==> src/rtl/imem_loader_if.sv <==
// Byte-stream and instruction-memory write bus used by imem_loader.
//   byte_valid/byte_data : stream byte offered by the host source
//   byte_ready           : loader accepts the byte this cycle (transfer = valid & ready)
//   we/waddr/wdata       : imem write port; waddr/wdata are meaningful only while we=1
// The loader uses the slave modport. The host/imem side uses the master modport.
interface imem_loader_if #(
  parameter int ADDR_W = 8
);
  logic              byte_valid;
  logic [7:0]        byte_data;
  logic              byte_ready;
  logic              we;
  logic [ADDR_W-1:0] waddr;
  logic [31:0]       wdata;

  modport slave (
    input  byte_valid, byte_data,
    output byte_ready, we, waddr, wdata
  );

  modport master (
    output byte_valid, byte_data,
    input  byte_ready, we, waddr, wdata
  );
endinterface

==> src/rtl/imem_loader.sv <==
// Instruction-memory loader.
// It receives a program as a byte stream. The first byte is the word count N. It is followed by
// N*4 data bytes. The loader packs the data bytes LSB-first into 32-bit words and writes them to
// byte addresses 0, 4, 8, and so on. The CPU is held stalled for the whole load.
// Ports:
//   clk, reset (synchronous, active-high)
//   start      : begin a load. It is sampled only while idle.
//   bus        : byte stream in, imem write port out (imem_loader_if.slave)
//   cpu_stall  : high from the accepted start until the DONE cycle has passed
//   busy       : high while receiving or writing (HDR/DATA/WRITE)
//   done       : one-cycle pulse at the end of a load, both on success and on error
//   err        : sticky error flag (bad length or timeout). It is cleared by the next start.
module imem_loader #(
  parameter int ADDR_W    = 8,
  parameter int MAX_WORDS = 64,
  parameter int TIMEOUT   = 1024
) (
  input  logic           clk,
  input  logic           reset,
  input  logic           start,
  imem_loader_if.slave   bus,
  output logic           cpu_stall,
  output logic           busy,
  output logic           done,
  output logic           err
);

  localparam int TW = $clog2(TIMEOUT + 1);

  typedef enum logic [2:0] {
    S_IDLE,
    S_HDR,
    S_DATA,
    S_WRITE,
    S_DONE
  } state_t;

  state_t            state, state_n;
  logic [7:0]        n_words;
  logic [7:0]        words_done;
  logic [1:0]        byte_idx;
  logic [TW-1:0]     tcnt;
  logic [ADDR_W-1:0] waddr_q;
  logic [31:0]       wdata_q;

  logic xfer;
  logic timeout_hit;
  logic bad_len;
  logic last_word;

  assign xfer        = bus.byte_valid && bus.byte_ready;
  // This cycle is the TIMEOUT-th consecutive idle cycle in HDR/DATA.
  assign timeout_hit = !xfer && (tcnt == TW'(TIMEOUT - 1));
  assign bad_len     = (bus.byte_data == 8'd0) || (bus.byte_data > 8'(MAX_WORDS));
  assign last_word   = (8'(words_done + 8'd1) == n_words);

  // NOTE: sequential state is updated with non-blocking assignments only.
  // A blocking assignment here would let later readers in the same edge see the new value.
  always_ff @(posedge clk) begin
    if (reset) state <= S_IDLE;
    else       state <= state_n;
  end

  // NOTE: every output of this block gets a default first.
  // Any path that leaves a signal unassigned would infer a latch.
  always_comb begin
    state_n        = state;
    bus.byte_ready = 1'b0;
    bus.we         = 1'b0;
    busy           = 1'b0;
    done           = 1'b0;
    cpu_stall      = 1'b1;
    unique case (state)
      S_IDLE: begin
        cpu_stall = 1'b0;
        if (start) state_n = S_HDR;
      end
      S_HDR: begin
        bus.byte_ready = 1'b1;
        busy           = 1'b1;
        if (xfer)             state_n = bad_len ? S_DONE : S_DATA;
        else if (timeout_hit) state_n = S_DONE;
      end
      S_DATA: begin
        bus.byte_ready = 1'b1;
        busy           = 1'b1;
        if (xfer && byte_idx == 2'd3) state_n = S_WRITE;
        else if (timeout_hit)         state_n = S_DONE;
      end
      S_WRITE: begin
        bus.we  = 1'b1;
        busy    = 1'b1;
        state_n = last_word ? S_DONE : S_DATA;
      end
      S_DONE: begin
        done    = 1'b1;
        state_n = S_IDLE;
      end
      default: state_n = S_IDLE;
    endcase
  end

  // Datapath: length latch, byte packing, address stepping, timeout counter and error flag.
  always_ff @(posedge clk) begin
    if (reset) begin
      n_words    <= '0;
      words_done <= '0;
      byte_idx   <= '0;
      tcnt       <= '0;
      waddr_q    <= '0;
      wdata_q    <= '0;
      err        <= 1'b0;
    end else begin
      unique case (state)
        S_IDLE: begin
          if (start) begin
            err        <= 1'b0;
            waddr_q    <= '0;
            words_done <= '0;
            byte_idx   <= '0;
            tcnt       <= '0;
          end
        end
        S_HDR: begin
          if (xfer) begin
            tcnt     <= '0;
            byte_idx <= '0;
            if (bad_len) err     <= 1'b1;
            else         n_words <= bus.byte_data;
          end else if (timeout_hit) begin
            err <= 1'b1;
          end else begin
            tcnt <= tcnt + 1'b1;
          end
        end
        S_DATA: begin
          if (xfer) begin
            wdata_q[8*byte_idx +: 8] <= bus.byte_data;
            byte_idx                 <= byte_idx + 1'b1;
            tcnt                     <= '0;
          end else if (timeout_hit) begin
            err <= 1'b1;
          end else begin
            tcnt <= tcnt + 1'b1;
          end
        end
        S_WRITE: begin
          waddr_q    <= waddr_q + ADDR_W'(4);
          words_done <= words_done + 8'd1;
        end
        default: ;
      endcase
    end
  end

  assign bus.waddr = waddr_q;
  assign bus.wdata = wdata_q;

endmodule

==> src/flat_wrapper.sv <==
// flat-port wrapper written by rule: the top's interface ports become plain ports
module imem_loader_flat 
#(
  parameter int ADDR_W    = 8,
  parameter int MAX_WORDS = 64,
  parameter int TIMEOUT   = 1024
)
  (clk, reset, start, cpu_stall, busy, done, err, bus_byte_valid, bus_byte_data, bus_byte_ready, bus_we, bus_waddr, bus_wdata);
  imem_loader_if #(.ADDR_W(ADDR_W)) bus_i ();
  input  logic clk;
  input  logic reset;
  input  logic start;
  output logic cpu_stall;
  output logic busy;
  output logic done;
  output logic err;
  input wire logic [$bits(bus_i.byte_valid)-1:0] bus_byte_valid;
  input wire logic [$bits(bus_i.byte_data)-1:0] bus_byte_data;
  output wire logic [$bits(bus_i.byte_ready)-1:0] bus_byte_ready;
  output wire logic [$bits(bus_i.we)-1:0] bus_we;
  output wire logic [$bits(bus_i.waddr)-1:0] bus_waddr;
  output wire logic [$bits(bus_i.wdata)-1:0] bus_wdata;
  assign bus_i.byte_valid = bus_byte_valid;
  assign bus_i.byte_data = bus_byte_data;
  assign bus_byte_ready = bus_i.byte_ready;
  assign bus_we = bus_i.we;
  assign bus_waddr = bus_i.waddr;
  assign bus_wdata = bus_i.wdata;
  imem_loader #(.ADDR_W(ADDR_W), .MAX_WORDS(MAX_WORDS), .TIMEOUT(TIMEOUT)) u_core (.clk(clk), .reset(reset), .start(start), .bus(bus_i), .cpu_stall(cpu_stall), .busy(busy), .done(done), .err(err));
endmodule
==> config.mk <==
export PLATFORM = sky130hd
export DESIGN_NAME = imem_loader_flat
export DESIGN_NICKNAME = d
export VERILOG_FILES = /design/src/rtl/imem_loader_if.sv /design/src/rtl/imem_loader.sv /design/src/flat_wrapper.sv
export SDC_FILE = /design/constraint.sdc
export NUM_CORES = 1
export LEC_CHECK = 0
export ABC_AREA = 0
export CORE_AREA = 2 2 103 105
export CTS_BUF_LIST = sky130_fd_sc_hd__clkbuf_8
export DETAILED_ROUTE_END_ITERATION = 10
export DIE_AREA = 0 0 105 107
export GPL_TIMING_DRIVEN = 0
export PLACE_DENSITY_LB_ADDON = 0.05
export SLEW_MARGIN = 20
export SYNTH_ARGS = -nofsm -noshare
export SYNTH_HDL_FRONTEND = slang
export SYNTH_SLANG_ARGS = --single-unit
==> constraint.sdc <==
create_clock -name clk -period 3.2 [get_ports clk]
set_input_delay 0.48 -clock clk [delete_from_list [all_inputs] [get_ports clk]]
set_output_delay 0.48 -clock clk [all_outputs]
set_load 0.02 [all_outputs]
Word-level counts from Yosys, hierarchy flattened
Index checks and enable logic that the tools add are counted.
Storage, ports and cells
  flip-flop bits (word level): 73
  bits of input ports: 12
  output and inout bits: 46
  word-level logic and storage cells: 78
Operators by class
  add/sub/neg operators: 5
  $lt $le $gt $ge: 1
  equality and inequality tests: 13
  shift operators: 2
  multiplexer cells: 30
  bitwise gates (word level): 1
  reductions and logical operators: 18
Operators by type and width (number)
  negation 5 -> 34 bit: 1
  variable shift 8 x 34 -> 32 bit (first input constant): 1
  indexed part select 8 x 34 -> 32 bit: 1
  two-way mux 11 bit: 3
  bitwise mux 32 bit: 1
  case mux 8 bit (2 select lines): 2
  case mux 11 bit (2 select lines): 1
  two-way mux 3 bit: 6
  case mux 3 bit (4 select lines): 1
  adder 11 x 1 -> 11 bit (second input constant): 1
  equality test 11 x 10 -> 1 bit (second input constant): 1
  two-way mux 1 bit: 10
  adder 8 x 1 -> 8 bit (second input constant): 1
  adder 8 x 3 -> 8 bit (second input constant): 1
  equality test 8 bit: 1
  greater-than comparator 8 x 7 -> 1 bit (second input constant): 1
  zero test 8 bit: 1
  two-way mux 8 bit: 1
  AND reduction 4 bit: 2
  equality test 3 x 2 -> 1 bit (second input constant): 2
  two-way mux 2 bit: 3
  case mux 2 bit (3 select lines): 1
  AND reduction 3 bit: 2
  inequality test 2 x 1 -> 1 bit (second input constant): 2
  other kinds (18): 23

Logic depth before layout (Yosys ltp)
  depth after elaboration: 9
  gate-level depth with buffers: 7
  depth with buffers taken out: 6

Worst setup path before layout
OpenSTA, ideal clock, no wires.
  kind: register to register
  start point: register u_core.words_done[0]
  end point: register u_core.state[1]
  setup time: 115 ps
  data arrival time: 1629 ps
  data required time: 3085 ps
  setup slack: 1455 ps
  cell stages (with the launch flop): 8
  path buffers: 1
  period minus slack after synthesis: 1745 ps
  cell sequence: dfxtp_1 > ha_1 > clkbuf_1 > o21ba_2 > a22oi_1 > mux2i_1 > a211o_1 > a31o_1
Between the ends
  longest elaborated chain between the ends: 4
RTL lines
  start: declaration: RTL line imem_loader.sv:40  | logic [7:0] words_done;
  start signal: assignment: RTL line imem_loader.sv:149  | words_done <= words_done + 8'd1;
  adder 8 x 1 -> 8 bit: RTL line imem_loader.sv:55  | assign last_word = (8'(words_done + 8'd1) == n_words);
  equality test 8 bit: RTL line imem_loader.sv:55
  two-way mux 3 bit: RTL line imem_loader.sv:93  | state_n = last_word ? S_DONE : S_DATA;
  case mux 3 bit (4 select lines): RTL line imem_loader.sv:73  | unique case (state)
  end signal: assignment: RTL line imem_loader.sv:61  | else state <= state_n;
  end: declaration: RTL line imem_loader.sv:38  | state_t state, state_n;
No other way between the ends.
A chain may end at the register's enable or synchronous reset.

Final worst setup path
  start point: register u_core.state[1]
  end point: output port bus_we
Between the ends
  longest elaborated chain between the ends: 2
RTL lines
  equality test 3 x 2 -> 1 bit: RTL line imem_loader.sv:73
  two-way mux 1 bit: RTL line imem_loader.sv:73
  end: declaration: RTL line flat_wrapper.sv:20  | output wire logic [$bits(bus_i.we)-1:0] bus_we;
No other way between the ends.

==> flow_metrics.env <==
export IMPL_status="finished, final reports clean"
export IMPL_rsz0062_at_grt="false"
export IMPL_peakVddDrop_mv=0.187
export IMPL_clkPwrFrac_pct=37.5
export IMPL_synth_area_leader_cell="dfxtp_1"
export IMPL_die_x_um=105
export IMPL_max_freq_mhz=391
export IMPL_grt_pass1_wl_um=15500
export IMPL_final_nets=505
export IMPL_critical_path_class="register to primary output"
export IMPL_syn_area_mm2=0.00348
export IMPL_synth_edf_count=0
export IMPL_synth_distinct_cells=58
export IMPL_gp_congestion=0.783
export IMPL_endpoint_kind="primary output"
export IMPL_netlist_area_leader_share_pct=40.8
export IMPL_switchingPower_uw=439
export IMPL_clock_sinks=71
export IMPL_r2r_start="u_core.byte_idx[0]"
export IMPL_power_density_mw_per_mm2=379
export IMPL_n_antenna_cell=0
export IMPL_clk_path_buf_depth=2
export IMPL_internal_power_uw=1210
export IMPL_min_path_type="register to register"
export IMPL_ant_nets=0
export IMPL_post_synth_top_count_cell="dfxtp_1"
export IMPL_drv_cap=0
export IMPL_ys_seq_area_share_pct=40.8
export IMPL_crit_start="u_core.state[1]"
export IMPL_dieArea_mm2=0.0112
export IMPL_htree_levels=3
export IMPL_drt_total_wl_um=9420
export IMPL_drt_initial_drc_count=150
export IMPL_synthArstFlopShare_pct=0
export IMPL_leakage_uw=0.00146
export IMPL_portBuffers=54
export IMPL_synth_flop_cell="dfxtp_1"
export IMPL_seqPwrFrac_pct=54.0
export IMPL_viasPerCell=5.04
export IMPL_tightest_slew_ns=0.950
export IMPL_period_needed_ns=2.55
export IMPL_grt_pass1_vias=3056
export IMPL_ctsResizeCount=0
export IMPL_finalClockSkew_ns=0.0125
export IMPL_start_util_pct=34.5
export IMPL_area_growth_pct=25.2
export IMPL_grt_overflow_total=0
export IMPL_path_clk_slew_ns=0.07
export IMPL_rrSetupSlack_ns=1.01
export IMPL_cp_max_fo=10
export IMPL_p_sw_share_pct=26.6
export IMPL_worstPathRequired_ns=2.72
export IMPL_cp_arrival_ns=2.07
export IMPL_dp_worst_setup_slack_ns=0.578
export IMPL_hold_start="u_core.bus.wdata[23]"
export IMPL_core_area_mm2=0.0101
export IMPL_synth_area_leaders="dfxtp_1, a21oi_1, nand3_1, nand2_1, nor2_1"
export IMPL_hold_viol=0
export IMPL_place_area_mm2=0.00419
export IMPL_cts_tree="done"
export IMPL_syn_area_per_cell_um2=8.30
export IMPL_numCtsBuffers=9
export IMPL_ios=58
export IMPL_antenna_found_initial=0
export IMPL_synth_seq_cells=71
export IMPL_synth_commonest_cells="dfxtp_1, nand2_1, a21oi_1"
export IMPL_via_count=3152
export IMPL_cts_hold_buf=0
export IMPL_clockRootBuffer="clkbuf_8"
export IMPL_drv_slew=0
export IMPL_die_h_um=107
export IMPL_grt_max_degree=13
export IMPL_wl_per_cell_um=15.1
export IMPL_worst_slack_ns=0.645
export IMPL_period_share_pct=79.8
export IMPL_grtUsageTotal_pct=17.4
export IMPL_fin_area_mm2=0.00436
export IMPL_fin_tns_setup_ns=0
export IMPL_slew_headroom_pct=36.5
export IMPL_start_kind="register"
export IMPL_setup_violations=0
export IMPL_first_pass_iters=4
export IMPL_yosysWarningCount=0
export IMPL_post_cts_buffers=0
export IMPL_post_dp_hpwl_um=6570
export IMPL_p_comb_share_pct=8.5
export IMPL_drc=0
export IMPL_rows=37
export IMPL_syn_inst=419
export IMPL_drive_gt1_share_pct=8.38
export IMPL_clock_latency_ns=0.34
## sequential cells by signal, indices dropped and copies added (netlist names)
register / count
u_core.err: 1
u_core.state: 3
u_core.bus.wdata: 32
u_core.n_words: 8
u_core.tcnt: 11
u_core.words_done: 8
u_core.byte_idx: 2
u_core.bus.waddr: 6
## cells in the final DEF, fill, tap and decap left out, drive strengths merged, types with 4 or more instances in the layout
| cell | n |
|---|---|
| clkbuf | 21 |
| nand3 | 45 |
| clkinv | 4 |
| nor2 | 38 |
| mux2i | 9 |
| a211oi | 8 |
| and2 | 4 |
| inv | 6 |
| o31ai | 4 |
| nor4 | 5 |
| xnor2 | 11 |
| nand3b | 4 |
| o21ai | 9 |
| xor2 | 5 |
| nand4 | 7 |
| o21a | 4 |
| a21oi | 50 |
| nor3 | 6 |
| or4 | 4 |
| clkdlybuf4s50 | 54 |
| and3 | 5 |
| nand2 | 51 |
| buf | 14 |
| ha | 8 |
| dfxtp | 71 |
| nor3b | 6 |
## per-layer routing
| metal | vias up | track usage (%) | part of all wire (%) |
|---|---|---|---|
| met4 | 0 | 4.29 | 1.1 |
| met5 | - | 0 | 0 |
| met1 | 1485 | 22.9 | 49 |
| li1 | 1616 | - | - |
| met3 | 8 | 4.80 | 2.8 |
| met2 | 43 | 28.2 | 47 |
## path summary, 6_finish.rpt
path	endpoint	cells after the start
max	bus_we	5
min	u_core.bus.wdata[23]	2
max reg2reg	u_core.bus.wdata[19]	5
min reg2reg	u_core.bus.wdata[23]	2
## cell families after synthesis
family	after synthesis	share of synthesized area, %
mux	10	2.91
fa+ha+maj	8	2.88
flops	71	40.8
compound gates	89	15.8
simple gates	192	28.2
other cells	1	0.108
xor+xnor	16	4.57
buf+inv	32	4.71
## power groups by stage
stage | clock network (µW) | registers [µW] | logic [µW]
after global placement | 0 | 913 | 142
after global routing | 687 | 893 | 154
after floorplan | 0 | 913 | 81.0
after detailed placement | 0 | 913 | 142
after CTS | 646 | 892 | 142
final | 619 | 892 | 141
## stage by stage
stage          utilization, %  hold WS, ns  instances  total power [µW]
2_1_floorplan               -        0.436        420               994
3_3_place_gp             41.6        0.440        610              1050
3_5_place_dp             41.6        0.444        610              1050
4_1_cts                  43.2        0.455        625              1680
5_1_grt                  43.2        0.468        625              1730
6_report                 43.2        0.451        625              1650
## critical path: stages, from the launching register on
cell and delay [ns]:
dfxtp_1 0.37, buf_6 0.18, nand3b_1 0.21, inv_2 0.12, buf_2 0.23, clkdlybuf4s50_1 0.64
## final cells by class
cell class,instances,area (µm²)
fill,1090,5740
multi-input combinational,317,1900
sequential,71,1420
timing repair buffer,54,541
tap,136,170
buffer,26,141
clock buffer,9,124
clock inverter,6,38.8
inverter,6,22.5
No activity file was read; power rests on OpenSTA's default activity.
